===== config.mk =====
export PLATFORM = sky130hd
export DESIGN_NAME = alarm_controller
export DESIGN_NICKNAME = d
export VERILOG_FILES = /design/src/rtl/alarm_controller.sv
export SDC_FILE = /design/constraint.sdc
export NUM_CORES = 1
export LEC_CHECK = 0
export ABC_AREA = 1
export CAP_MARGIN = 10
export CORE_AREA = 2 2 39 41
export DETAILED_ROUTE_END_ITERATION = 8
export DIE_AREA = 0 0 41 43
export PLACE_DENSITY = 0.62
export SLEW_MARGIN = 25
export SYNTH_ARGS = -nofsm -noshare
export SYNTH_HDL_FRONTEND = slang
export SYNTH_SLANG_ARGS = --single-unit

===== constraint.sdc =====
create_clock -name clock -period 1.1 [get_ports clock]
set_input_delay 0.22 -clock clock [delete_from_list [all_inputs] [get_ports clock]]
set_output_delay 0.22 -clock clock [all_outputs]
set_load 0.005 [all_outputs]

===== src/rtl/alarm_controller.sv =====
// Control FSM of the alarm clock: sequences keypad entry into the key buffer and
// strobes alarm/time loads, aborting entry after TIMEOUT_SEC seconds of inactivity.
module alarm_controller #(
  parameter logic [3:0]  NOKEY       = 4'd10,
  parameter int unsigned TIMEOUT_SEC = 10
) (
  input  logic       clock,
  input  logic       reset,
  input  logic       one_second,
  input  logic [3:0] key,
  input  logic       alarm_button,
  input  logic       time_button,
  output logic       show_alarm,
  output logic       show_new_time,
  output logic       shift,
  output logic       load_new_a,
  output logic       load_new_c
);

  localparam int unsigned TW = (TIMEOUT_SEC > 1) ? $clog2(TIMEOUT_SEC) : 1;

  typedef enum logic [2:0] {
    SHOW_TIME  = 3'd0,
    KEY_STORED = 3'd1,
    KEY_WAITED = 3'd2,
    KEY_ENTRY  = 3'd3,
    SHOW_ALARM = 3'd4
  } state_e;

  state_e        state_q, state_d;
  logic [TW-1:0] tcnt_q, tcnt_d;
  logic          time_out;
  logic          key_pressed;

  assign key_pressed = (key != NOKEY);
  assign time_out    = one_second && (tcnt_q == TW'(TIMEOUT_SEC - 1));

  always_ff @(posedge clock) begin
    if (reset) begin
      state_q <= SHOW_TIME;
      tcnt_q  <= '0;
    end else begin
      state_q <= state_d;
      tcnt_q  <= tcnt_d;
    end
  end

  // Buttons beat keys, keys beat the timeout.
  always_comb begin
    state_d = state_q;
    unique case (state_q)
      SHOW_TIME: begin
        if (alarm_button)     state_d = SHOW_ALARM;
        else if (key_pressed) state_d = KEY_STORED;
      end
      KEY_STORED: state_d = KEY_WAITED;
      KEY_WAITED: begin
        if (!key_pressed)  state_d = KEY_ENTRY;
        else if (time_out) state_d = SHOW_TIME;
      end
      KEY_ENTRY: begin
        if (alarm_button || time_button) state_d = SHOW_TIME;
        else if (key_pressed)            state_d = KEY_STORED;
        else if (time_out)               state_d = SHOW_TIME;
      end
      SHOW_ALARM: begin
        if (!alarm_button) state_d = SHOW_TIME;
      end
      default: state_d = SHOW_TIME;
    endcase
  end

  always_comb begin
    tcnt_d = '0;
    if ((state_d == state_q) &&
        ((state_q == KEY_WAITED) || (state_q == KEY_ENTRY))) begin
      tcnt_d = one_second ? tcnt_q + 1'b1 : tcnt_q;
    end
  end

  // Outputs are forced low while reset is asserted, even before the state clears.
  always_comb begin
    show_alarm    = 1'b0;
    show_new_time = 1'b0;
    shift         = 1'b0;
    load_new_a    = 1'b0;
    load_new_c    = 1'b0;
    if (!reset) begin
      show_alarm    = (state_q == SHOW_ALARM);
      show_new_time = (state_q == KEY_STORED) || (state_q == KEY_WAITED) ||
                      (state_q == KEY_ENTRY);
      shift         = (state_q == KEY_STORED);
      load_new_a    = (state_q == KEY_ENTRY) && alarm_button;
      load_new_c    = (state_q == KEY_ENTRY) && !alarm_button && time_button;
    end
  end

endmodule


==> metrics.csv, run 1 <==
stage,metric,value,unit
status,run status,"finished, violations left",
status,failing checks,setup timing,
setup_path,Worst EP arrival,1.07,ns
drt,DR WL/cell,10.2,microns
floorplan,Initial Util,32.3,%
yosys,Async SR Flop Fraction,0,%
yosys,synthesized area,447,sq um
global_routing,GRT Max-Usage Layer,met2,
floorplan,Boundary Pins,14,
drt,vias per inst,4.46,
setup_path,"reg-to-reg slack, setup",-0.16,ns
cells_and_area,# nets final,116,
placement,DP Area,723,sq um
sta,Tightest Pin Transition,0.178,ns
yosys,"EDFF count, synth",0,
yosys,Synth top cells by count,"nand2_1, inv_1, nor2_1",
setup_path,Startpoint Class,flop,
clocking,clk sinks,7,
sta,Slew HR,88.0,%
yosys,Synth Area per Inst,6.67,sq um
cells_and_area,layout cells sized above 1,53.8,%
clocking,CTS root buffer,clkbuf_4,
global_routing,All-Layer GR Usage,17.7,%
global_routing,GR Overflow Total,0,
drt,DRT antenna net count,0,
yosys,Post-Synth Simple-Gate Area,37.5,%
yosys,post-synthesis xor/xnor area fraction,5.88,%
yosys,"count leader, synth",nand2_1,
yosys,top cell type's share of synthesized area,31.4,%
drt,starting DRC count in detailed routing,2,
cells_and_area,Antenna Cells,0,
global_routing,initial antenna violation count,0,
power_and_ir_drop,Pint,0.509,mW
setup_path,Worst Path Required,0.88,ns
clocking,clk slew on worst S/H paths,0.06,ns
power_and_ir_drop,Max VDD drop,0.000616,V
yosys,largest family of logic cells by synthesized area,simple AND/OR/NAND/NOR gates,
setup_path,crit path max fanout,3,
clocking,# hold bufs at CTS,0,
global_routing,global-route wire length before repair,2.02,mm
sta,Setup Skew,0.0121,ns
sta,WHS,0.487,ns
sta,fmax,778,MHz
floorplan,Core Footprint,1380,sq um
yosys,dominant cell type by area after synthesis,dfxtp_1,
sta,Final Hold Viols,0,
drt,Vias,535,
power_and_ir_drop,Logic pwr share,27.0,%
sta,Final min period,1.29,ns
yosys,Synth cell types,19,
yosys,synthesized flop and latch total,7,
yosys,Yosys warnings,0,
floorplan,Die X,41,microns
drt,DRT Pass-1 Iters,2,
drt,final wirelength,1.22,mm
floorplan,Die Y,43,microns
power_and_ir_drop,Sw Pwr,0.203,mW
drt,drt drc,0,
setup_path,Worst Setup End Kind,primary output,
placement,post-DP HPWL,889,microns
sta,final period utilization,117,%
yosys,"top cells by area, synth","dfxtp_1, nand2_1, inv_1",
yosys,Post-synth top flop,dfxtp_1,
yosys,post-synthesis sequential area ratio,31.4,%
global_routing,grt met1 use,16.2,%
floorplan,die area,1760,sq um
sta,setup slack after layout,-0.186,ns
clocking,H-tree Lvls,1,
power_and_ir_drop,sequential power share,38.6,%
global_routing,pin count of the biggest net entering global routing,6,
floorplan,Rows,14,
power_and_ir_drop,Leak,0.369,nW
sta,RSZ-0062 raised after global routing,true,
global_routing,routing usage on met3,9.42,%
clocking,Clock Path Buffers,2,
worst_hold_path,class of the worst hold path,in2reg,
setup_path,critical path class,reg2out,
power_and_ir_drop,pwr dens,848,nW/um^2
yosys,Compound-Gate Fraction of Synth Area,7.84,%
sta,final slew viol count,0,
sta,final setup fails,11,
yosys,adder and majority cell fraction of the synthesized area,5.60,%
clocking,cts bufs inserted,3,
cells_and_area,final instance area,840,sq um
power_and_ir_drop,switching fraction of total power,28.5,%
global_routing,number of global-route vias before repair,527,
yosys,Syn Inst Count,67,
yosys,share of synthesized area spent on multiplexers,0,%
clocking,CTS tree,done,
flow_run,Max Cap Viol,0,
clocking,Clock Latency Late Sink,0.26,ns
yosys,Synthesized Nets,78,
global_routing,met2 usage,32.8,%
placement,GPL Wtd Cong,0.655,
placement,I/O Buffers,13,
power_and_ir_drop,Clk pwr share,34.4,%
cells_and_area,"Area growth, synth to finish",88.0,%
worst paths after layout:
check                           cells past startpoint                     end              startpoint
worst min-delay path                                4   state_q[2]$_SDFF_PP0_            alarm_button
worst max register to register                     10  tcnt_q[1]$_SDFFE_PP0P_   state_q[0]$_SDFF_PP0_
worst min register to register                      3  tcnt_q[3]$_SDFFE_PP0P_  tcnt_q[2]$_SDFFE_PP0P_
worst max-delay path                                4              load_new_c   state_q[0]$_SDFF_PP0_
kinds of logic (layout without fill, tap and decap cells):
logic type               Yosys count  in the layout
adder cells (fa/ha/maj)            2              2
buffers and inverters             13             50
XOR/XNOR                           3              3
AO/OA/AOI/OAI                      6              6
AND/OR/NAND/NOR                   36             36
flip-flops                         7              7
repair_timing:
item / CTS / global route
buffers inserted: 6 / 0
pin swaps: 6 / 3
setup endpoints to repair: 11 / 11
resized for setup: 39 / 4
state kept, by name, indices dropped and copies added, names as in the netlist:
signal / flops
tcnt_q: 4
state_q: 3
stage by stage:
step / TNS [ns] / setup WS, ns / cells / power, mW / util [%]
6_report: -1.59 / -0.186 / 120 / 0.712 / 60.7
3_3_place_gp: -5.53 / -0.632 / 110 / 0.422 / 52.3
2_1_floorplan: -0.0571 / -0.0174 / 67 / 0.339 / -
5_1_grt: -2.67 / -0.289 / 120 / 0.754 / 60.7
4_1_cts: -1.52 / -0.212 / 120 / 0.708 / 59.8
3_5_place_dp: -5.66 / -0.658 / 110 / 0.425 / 52.3
placed cells by master, fill, tap and decap left out, types with 3 or more instances in the layout:
cell             Yosys  final
clkdlybuf4s50_1      0      5
buf_6                0      3
dfxtp_2              0      3
nor2_1               8      7
buf_4                1     18
inv_2                4      7
inv_1                8      5
clkbuf_4             0      3
buf_2                0      5
dlygate4sd2_1        0      3
nand2_1             15     13
per-layer routing:
layer	vias to the layer above	share of wire, %	routed length (microns)
met4	0	0	0
met3	0	5.4	66
met5	-	0	0
li1	286	-	-
met1	238	35	430
met2	11	59	725
worst max-delay path: stages, from the launching register on:
cell and delay [ns]:
dfxtp_4 0.36, buf_6 0.10, nand3_4 0.09, nor4_2 0.12, buf_2 0.14
power by group through the flow:
stage | combinational (mW) | clock, mW | sequential [mW]
6_report | 0.192 | 0.245 | 0.275
5_1_grt | 0.211 | 0.266 | 0.276
4_1_cts | 0.188 | 0.245 | 0.275
3_3_place_gp | 0.145 | 0 | 0.277
2_1_floorplan | 0.0627 | 0 | 0.276
3_5_place_dp | 0.148 | 0 | 0.277
final cells by class:
cell class | count | area, sq um
fillers | 141 | 544
clock buffers | 4 | 26.3
repair buffers | 34 | 270
flip-flops and latches | 7 | 151
multi-input cells | 47 | 327
well taps | 16 | 20.0
inverters | 12 | 45.0
Power figures use the tool's default switching activity.
==> run 2, diff against run 1 <==
--- a/config.mk
+++ b/config.mk
@@ -7,9 +7,9 @@
 export LEC_CHECK = 0
 export ABC_AREA = 1
 export CAP_MARGIN = 10
-export CORE_AREA = 2 2 39 41
+export CORE_AREA = 3 3 40 42
 export DETAILED_ROUTE_END_ITERATION = 8
-export DIE_AREA = 0 0 41 43
+export DIE_AREA = 0 0 43 45
 export PLACE_DENSITY = 0.62
 export SLEW_MARGIN = 25
 export SYNTH_ARGS = -nofsm -noshare
==> run 2 against run 1 <==
Net effect: clock power fell by 9.4%; largest cell class unchanged; maximum frequency rose by 3.6%; first-iteration DRC count rose to 4.5 times the previous value; the flow still finishes with violations (setup timing); hold slack improved by 0.0080 ns; cell count fell by 1.7%; flip-flop and latch count did not move.
==> metrics.csv, run 2 (synthesized netlist as in run 1, its figures left out) <==
stage,metric,value,unit
global_routing,initial antenna violation count,0,
drt,DRT antenna net count,0,
setup_path,critical path class,reg2out,
setup_path,crit-path cells,inv_2 > nand3_4 > nor4_2 > buf_2,
clocking,clk slew on worst S/H paths,0.05,ns
drt,DR WL/cell,11.0,microns
clocking,clk sinks,7,
placement,I/O Buffers,13,
power_and_ir_drop,sequential power share,40.0,%
floorplan,Rows,13,
cells_and_area,layout cells sized above 1,57.3,%
worst_hold_path,Worst Hold Path EP,tcnt_q[0]$_SDFFE_PP0P_,
power_and_ir_drop,Clk pwr share,32.2,%
placement,post-DP HPWL,819,microns
sta,TNS Setup,-1.22,ns
worst_hold_path,WHS Path Cells,4,
flow_run,Max Cap Viol,0,
cells_and_area,"commonest non-fill, non-tap cell in the layout",buf_4,
cells_and_area,"Most flops, register",tcnt_q,
sta,Tightest Pin Transition,0.231,ns
setup_path,"reg-to-reg slack, setup",-0.12,ns
global_routing,GR Overflow Total,0,
drt,starting DRC count in detailed routing,9,
cells_and_area,"Area growth, synth to finish",93.3,%
clocking,cts bufs inserted,3,
floorplan,Initial Util,34.8,%
status,failing checks,setup timing,
power_and_ir_drop,Max VDD drop,0.000576,V
sta,Slew HR,84.6,%
power_and_ir_drop,Leak,0.385,nW
setup_path,Worst EP arrival,1.02,ns
setup_path,Startpoint Class,flop,
global_routing,All-Layer GR Usage,14.2,%
placement,GPL Wtd Cong,0.824,
worst_hold_path,hold_sp,one_second,
clocking,Clock Latency Late Sink,0.24,ns
worst_hold_path,class of the worst hold path,in2reg,
power_and_ir_drop,Sw Pwr,0.190,mW
cells_and_area,Fillers,109,
power_and_ir_drop,Logic pwr share,27.9,%
sta,Final min period,1.24,ns
global_routing,global-route wire length before repair,2.01,mm
status,run status,"finished, violations left",
sta,Setup Skew,0.00416,ns
sta,final setup fails,11,
clocking,CTS tree,done,
power_and_ir_drop,pwr dens,801,nW/um^2
floorplan,die area,1940,sq um
sta,Final Hold Viols,0,
placement,DP Area,722,sq um
cells_and_area,most frequent cells in the layout,"buf_4, nand2_1, inv_2, nor2_1",
global_routing,number of global-route vias before repair,509,
sta,WHS,0.495,ns
setup_path,R2R depth,10,
floorplan,Die Y,45,microns
drt,vias per inst,4.70,
cells_and_area,# nets final,115,
setup_path,Worst path slowest cell,dfxtp_2,
power_and_ir_drop,Pint,0.501,mW
drt,final wirelength,1.30,mm
setup_path,crit path max fanout,3,
power_and_ir_drop,switching fraction of total power,27.5,%
floorplan,Die X,43,microns
global_routing,pin count of the biggest net entering global routing,6,
setup_path,Worst Path Required,0.88,ns
setup_path,Reg-to-Reg Start,state_q[2]$_SDFF_PP0_,
clocking,CTS root buffer,clkbuf_4,
power_and_ir_drop,Pwr Total,0.692,mW
clocking,Clock Path Buffers,2,
sta,setup slack after layout,-0.142,ns
sta,fmax,805,MHz
cells_and_area,Antenna Cells,0,
setup_path,Reg2Reg Capture Point,tcnt_q[2]$_SDFFE_PP0P_,
cells_and_area,final instance area,863,sq um
clocking,H-tree Lvls,1,
sta,final period utilization,113,%
sta,RSZ-0062 raised after global routing,true,
drt,Vias,555,
drt,drt drc,0,
setup_path,Worst Setup End Kind,primary output,
cells_and_area,Top Registers,"tcnt_q: 4 flops, state_q: 3 flops",
floorplan,Boundary Pins,14,
drt,DRT Pass-1 Iters,4,
cells_and_area,max FFs per register,4,
setup_path,Critical Path Max Stage Delay,0.33,ns
sta,final slew viol count,0,
floorplan,Core Footprint,1280,sq um
## run 2: changes by cell type in the layout (fill, tap and decap cells not counted), sizes merged
cell	before	now
buf	26	25
clkdlybuf4s50	5	4
dlymetal6s2s	0	1
## run 2: worst max path at each step
| stage | depth (start not counted) | to | slack [ns] | from |
|---|---|---|---|---|
| after floorplan | 9 | tcnt_q[1]$_SDFFE_PP0P_ | -0.02 | tcnt_q[1]$_SDFFE_PP0P_ |
| after global placement | 5 | show_new_time | -0.65 | reset |
| after detailed placement | 5 | show_new_time | -0.65 | reset |
| after CTS | 4 | show_new_time | -0.21 | state_q[2]$_SDFF_PP0_ |
| after global routing | 4 | load_new_c | -0.22 | state_q[2]$_SDFF_PP0_ |
| final | 4 | load_new_c | -0.14 | state_q[2]$_SDFF_PP0_ |
## run 2: repair_timing
item                                    4_1_cts  5_1_grt
endpoints found under the setup margin       11       11
gates cloned                                  0        0
gates resized for setup                      33       21
buffers inserted                              3        3
pin swaps                                     6        9
hold buffers                                  0        0
## run 2: metal layers
layer	share of wire, %	up-vias	routed length, microns	global-route usage [%]
met3	3.9	2	51	3.19
met1	48	260	622	17.7
met2	47	10	612	21.0
met5	0	-	0	0
met4	1.3	0	17	11.4
li1	-	283	-	-
## run 2: per-stage QoR
stage          setup WS (ns)  utilization (%)  instances
5_1_grt               -0.223             67.2        118
6_report              -0.142             67.2        118
4_1_cts               -0.209             60.7        116
2_1_floorplan        -0.0174                -         67
3_3_place_gp          -0.645             56.2        109
3_5_place_dp          -0.654             56.2        109
## run 2: power groups by stage
stage          clock (mW)  sequential, mW  combinational (mW)
2_1_floorplan           0           0.276              0.0627
3_3_place_gp            0           0.277               0.145
3_5_place_dp            0           0.277               0.145
4_1_cts             0.235           0.274               0.160
5_1_grt             0.243           0.277               0.208
6_report            0.222           0.276               0.193
## run 2: layout make-up
cell class | instances | area, sq um | area share [%]
tap | 15 | 18.8 | 2.17
timing repair buffer | 33 | 262 | 30.3
clock buffer | 4 | 26.3 | 3.04
inverter | 12 | 47.5 | 5.51
multi-input combinational | 47 | 358 | 41.4
sequential | 7 | 151 | 17.5
## run 2: worst max-delay path, delay by kind of cell (launching register included)
kind | cells | cell delay, ns
flip-flops | 1 | 0.33
AND/OR/NAND/NOR | 2 | 0.21
buffers and inverters | 2 | 0.24
==> run 3, diff against run 2 <==
--- a/config.mk
+++ b/config.mk
@@ -10,7 +10,7 @@
 export CORE_AREA = 3 3 40 42
 export DETAILED_ROUTE_END_ITERATION = 8
 export DIE_AREA = 0 0 43 45
-export PLACE_DENSITY = 0.62
+export PLACE_DENSITY_LB_ADDON = 0.3
 export SLEW_MARGIN = 25
 export SYNTH_ARGS = -nofsm -noshare
 export SYNTH_HDL_FRONTEND = slang
==> run 3 against run 2 <==
Net effect: total power barely moved; clock skew fell by 0.0020 ns; hold slack got worse by 0.14 ns; sequential power barely moved; sequential share of layout area fell by 0.19 points; flip-flop and latch count did not move; first-iteration DRC count rose by 89%; maximum frequency fell by 5.2%; the run still ends with setup timing left; largest cell class unchanged; design area fell by 0.58%; via count rose by 0.36%; worst setup slack got worse by 0.068 ns.
==> metrics.csv, run 3 (synthesized netlist as in run 1, its figures left out) <==
stage,metric,value,unit
status,run status,"finished, violations left",
status,failing checks,setup timing,
power_and_ir_drop,Sw Pwr,0.183,mW
setup_path,Reg-to-Reg Start,state_q[2]$_SDFF_PP0_,
drt,vias per inst,4.60,
power_and_ir_drop,Leak,0.386,nW
sta,final slew viol count,0,
setup_path,Reg2Reg Capture Point,tcnt_q[2]$_SDFFE_PP0P_,
global_routing,routing usage on met3,3.19,%
floorplan,die area,1940,sq um
power_and_ir_drop,Pint,0.508,mW
global_routing,initial antenna violation count,0,
sta,Slew HR,87.0,%
cells_and_area,"Most flops, register",tcnt_q,
sta,fmax,764,MHz
setup_path,family with the most delay on the worst path,buffers and inverters,
worst_hold_path,WHS Path Cells,3,
power_and_ir_drop,Max VDD drop,0.000686,V
placement,dpl ws,-0.657,ns
setup_path,CP bufs+invs,3,
drt,DRT Pass-1 Iters,4,
setup_path,Worst EP arrival,1.09,ns
sta,Final Hold Viols,0,
cells_and_area,Top Registers,"tcnt_q: 4 flops, state_q: 3 flops",
setup_path,critical path class,reg2out,
cells_and_area,fin util,66.8,%
setup_path,Worst Setup End Kind,primary output,
power_and_ir_drop,Logic pwr share,29.2,%
setup_path,Critical Path Max Stage Delay,0.32,ns
floorplan,Initial Util,34.8,%
cells_and_area,layout cells sized above 1,57.5,%
floorplan,Core Footprint,1280,sq um
setup_path,Worst path slowest cell,dfxtp_2,
clocking,clk slew on worst S/H paths,0.05,ns
global_routing,grt met1 use,16.2,%
placement,GPL Wtd Cong,0.851,
sta,WHS,0.351,ns
floorplan,Boundary Pins,14,
drt,final wirelength,1.40,mm
floorplan,Rows,13,
drt,Vias,557,
power_and_ir_drop,switching fraction of total power,26.5,%
worst_hold_path,class of the worst hold path,in2reg,
clocking,CTS root buffer,clkbuf_4,
cells_and_area,Antenna Cells,0,
global_routing,global-route wire length before repair,2.07,mm
floorplan,Die X,43,microns
placement,post-DP HPWL,878,microns
worst_hold_path,Worst Hold Path EP,state_q[0]$_SDFF_PP0_,
drt,starting DRC count in detailed routing,17,
setup_path,Startpoint Class,flop,
global_routing,GRT Max-Usage Layer,met2,
power_and_ir_drop,pwr dens,806,nW/um^2
sta,Tightest Pin Transition,0.194,ns
cells_and_area,"Area growth, synth to finish",92.2,%
worst_hold_path,hold_sp,reset,
drt,drt drc,0,
setup_path,Worst Path Required,0.88,ns
setup_path,crit path max fanout,3,
cells_and_area,multi-input logic area,344,sq um
clocking,CTS tree,done,
power_and_ir_drop,sequential power share,39.9,%
placement,I/O Buffers,13,
clocking,clk sinks,7,
cells_and_area,most frequent cells in the layout,"buf_4, nand2_1, nor2_1, inv_2",
global_routing,number of global-route vias before repair,530,
cells_and_area,Fillers,106,
global_routing,All-Layer GR Usage,14.1,%
sta,RSZ-0062 raised after global routing,true,
setup_path,R2R depth,10,
cells_and_area,"commonest non-fill, non-tap cell in the layout",buf_4,
power_and_ir_drop,Clk pwr share,30.9,%
clocking,Clock Latency Late Sink,0.24,ns
drt,DR WL/cell,11.5,microns
global_routing,GR Overflow Total,0,
cells_and_area,max FFs per register,4,
cells_and_area,# nets final,118,
sta,final setup fails,11,
cells_and_area,register area,149,sq um
flow_run,Max Cap Viol,0,
global_routing,pin count of the biggest net entering global routing,6,
sta,final period utilization,119,%
clocking,cts bufs inserted,3,
setup_path,"reg-to-reg slack, setup",-0.20,ns
clocking,H-tree Lvls,1,
clocking,Clock Path Buffers,2,
floorplan,Die Y,45,microns
drt,DRT antenna net count,0,
setup_path,crit-path cells,inv_2 > nand3_4 > buf_4 > nor3_2 > buf_2,
sta,Final min period,1.31,ns
sta,setup slack after layout,-0.210,ns
global_routing,met2 usage,25.1,%
sta,Setup Skew,0.00220,ns
-- run 3: how the worst max path moves through the flow --
| stage | from | endpoint | slack (ns) | cells past startpoint |
|---|---|---|---|---|
| final | state_q[2]$_SDFF_PP0_ | load_new_a | -0.21 | 5 |
| after global routing | state_q[2]$_SDFF_PP0_ | tcnt_q[0]$_SDFFE_PP0P_ | -0.31 | 10 |
| after CTS | state_q[2]$_SDFF_PP0_ | load_new_c | -0.24 | 4 |
| after detailed placement | reset | show_new_time | -0.66 | 5 |
| after global placement | reset | show_new_time | -0.65 | 5 |
| after floorplan | tcnt_q[1]$_SDFFE_PP0P_ | tcnt_q[1]$_SDFFE_PP0P_ | -0.02 | 9 |
-- run 3: layer usage --
metal	part of all wire, %	up-vias
met1	43	250
met2	51	14
li1	-	289
met3	4.2	4
met5	0	-
met4	2.1	0
-- run 3: through the flow --
stage / setup TNS [ns] / total power, mW / instances / instance area [sq um]
4_1_cts: -1.41 / 0.674 / 118 / 825
2_1_floorplan: -0.0571 / 0.339 / 67 / 468
6_report: -1.72 / 0.692 / 121 / 858
3_3_place_gp: -5.39 / 0.422 / 109 / 722
5_1_grt: -2.62 / 0.732 / 121 / 858
3_5_place_dp: -5.55 / 0.424 / 109 / 722
-- run 3: worst register-to-register path, stage by stage, from the launching register on --
cell and delay, ns:
dfxtp_2 0.32, inv_2 0.08, nand3_4 0.09, buf_4 0.15
nor2_4 0.09, nand2_1 0.05, nand2_1 0.07, nand2_2 0.08
nand2_1 0.09, nand3_2 0.10, nor2_1 0.11
-- run 3: power groups by stage --
stage	clock network [mW]	logic, mW	registers, mW
finish	0.214	0.202	0.276
global route	0.238	0.218	0.277
CTS	0.220	0.179	0.275
detailed placement	0	0.147	0.277
global placement	0	0.145	0.277
floorplan	0	0.0627	0.276
-- run 3: layout make-up --
cell class	instances	area share, %
Sequential cell	7	17.3
Clock buffer	4	3.06
Inverter	12	5.54
Tap cell	15	2.19
Multi-Input combinational cell	47	40.1
Timing Repair Buffer	36	31.8
-- run 3: repair_timing --
item	CTS	global route
setup endpoints to repair	11	11
hold buffers	0	0
setup buffers	5	3
pin swaps	8	6
resized for setup	43	5
gates cloned	0	0
endpoints found under the hold margin	0	0
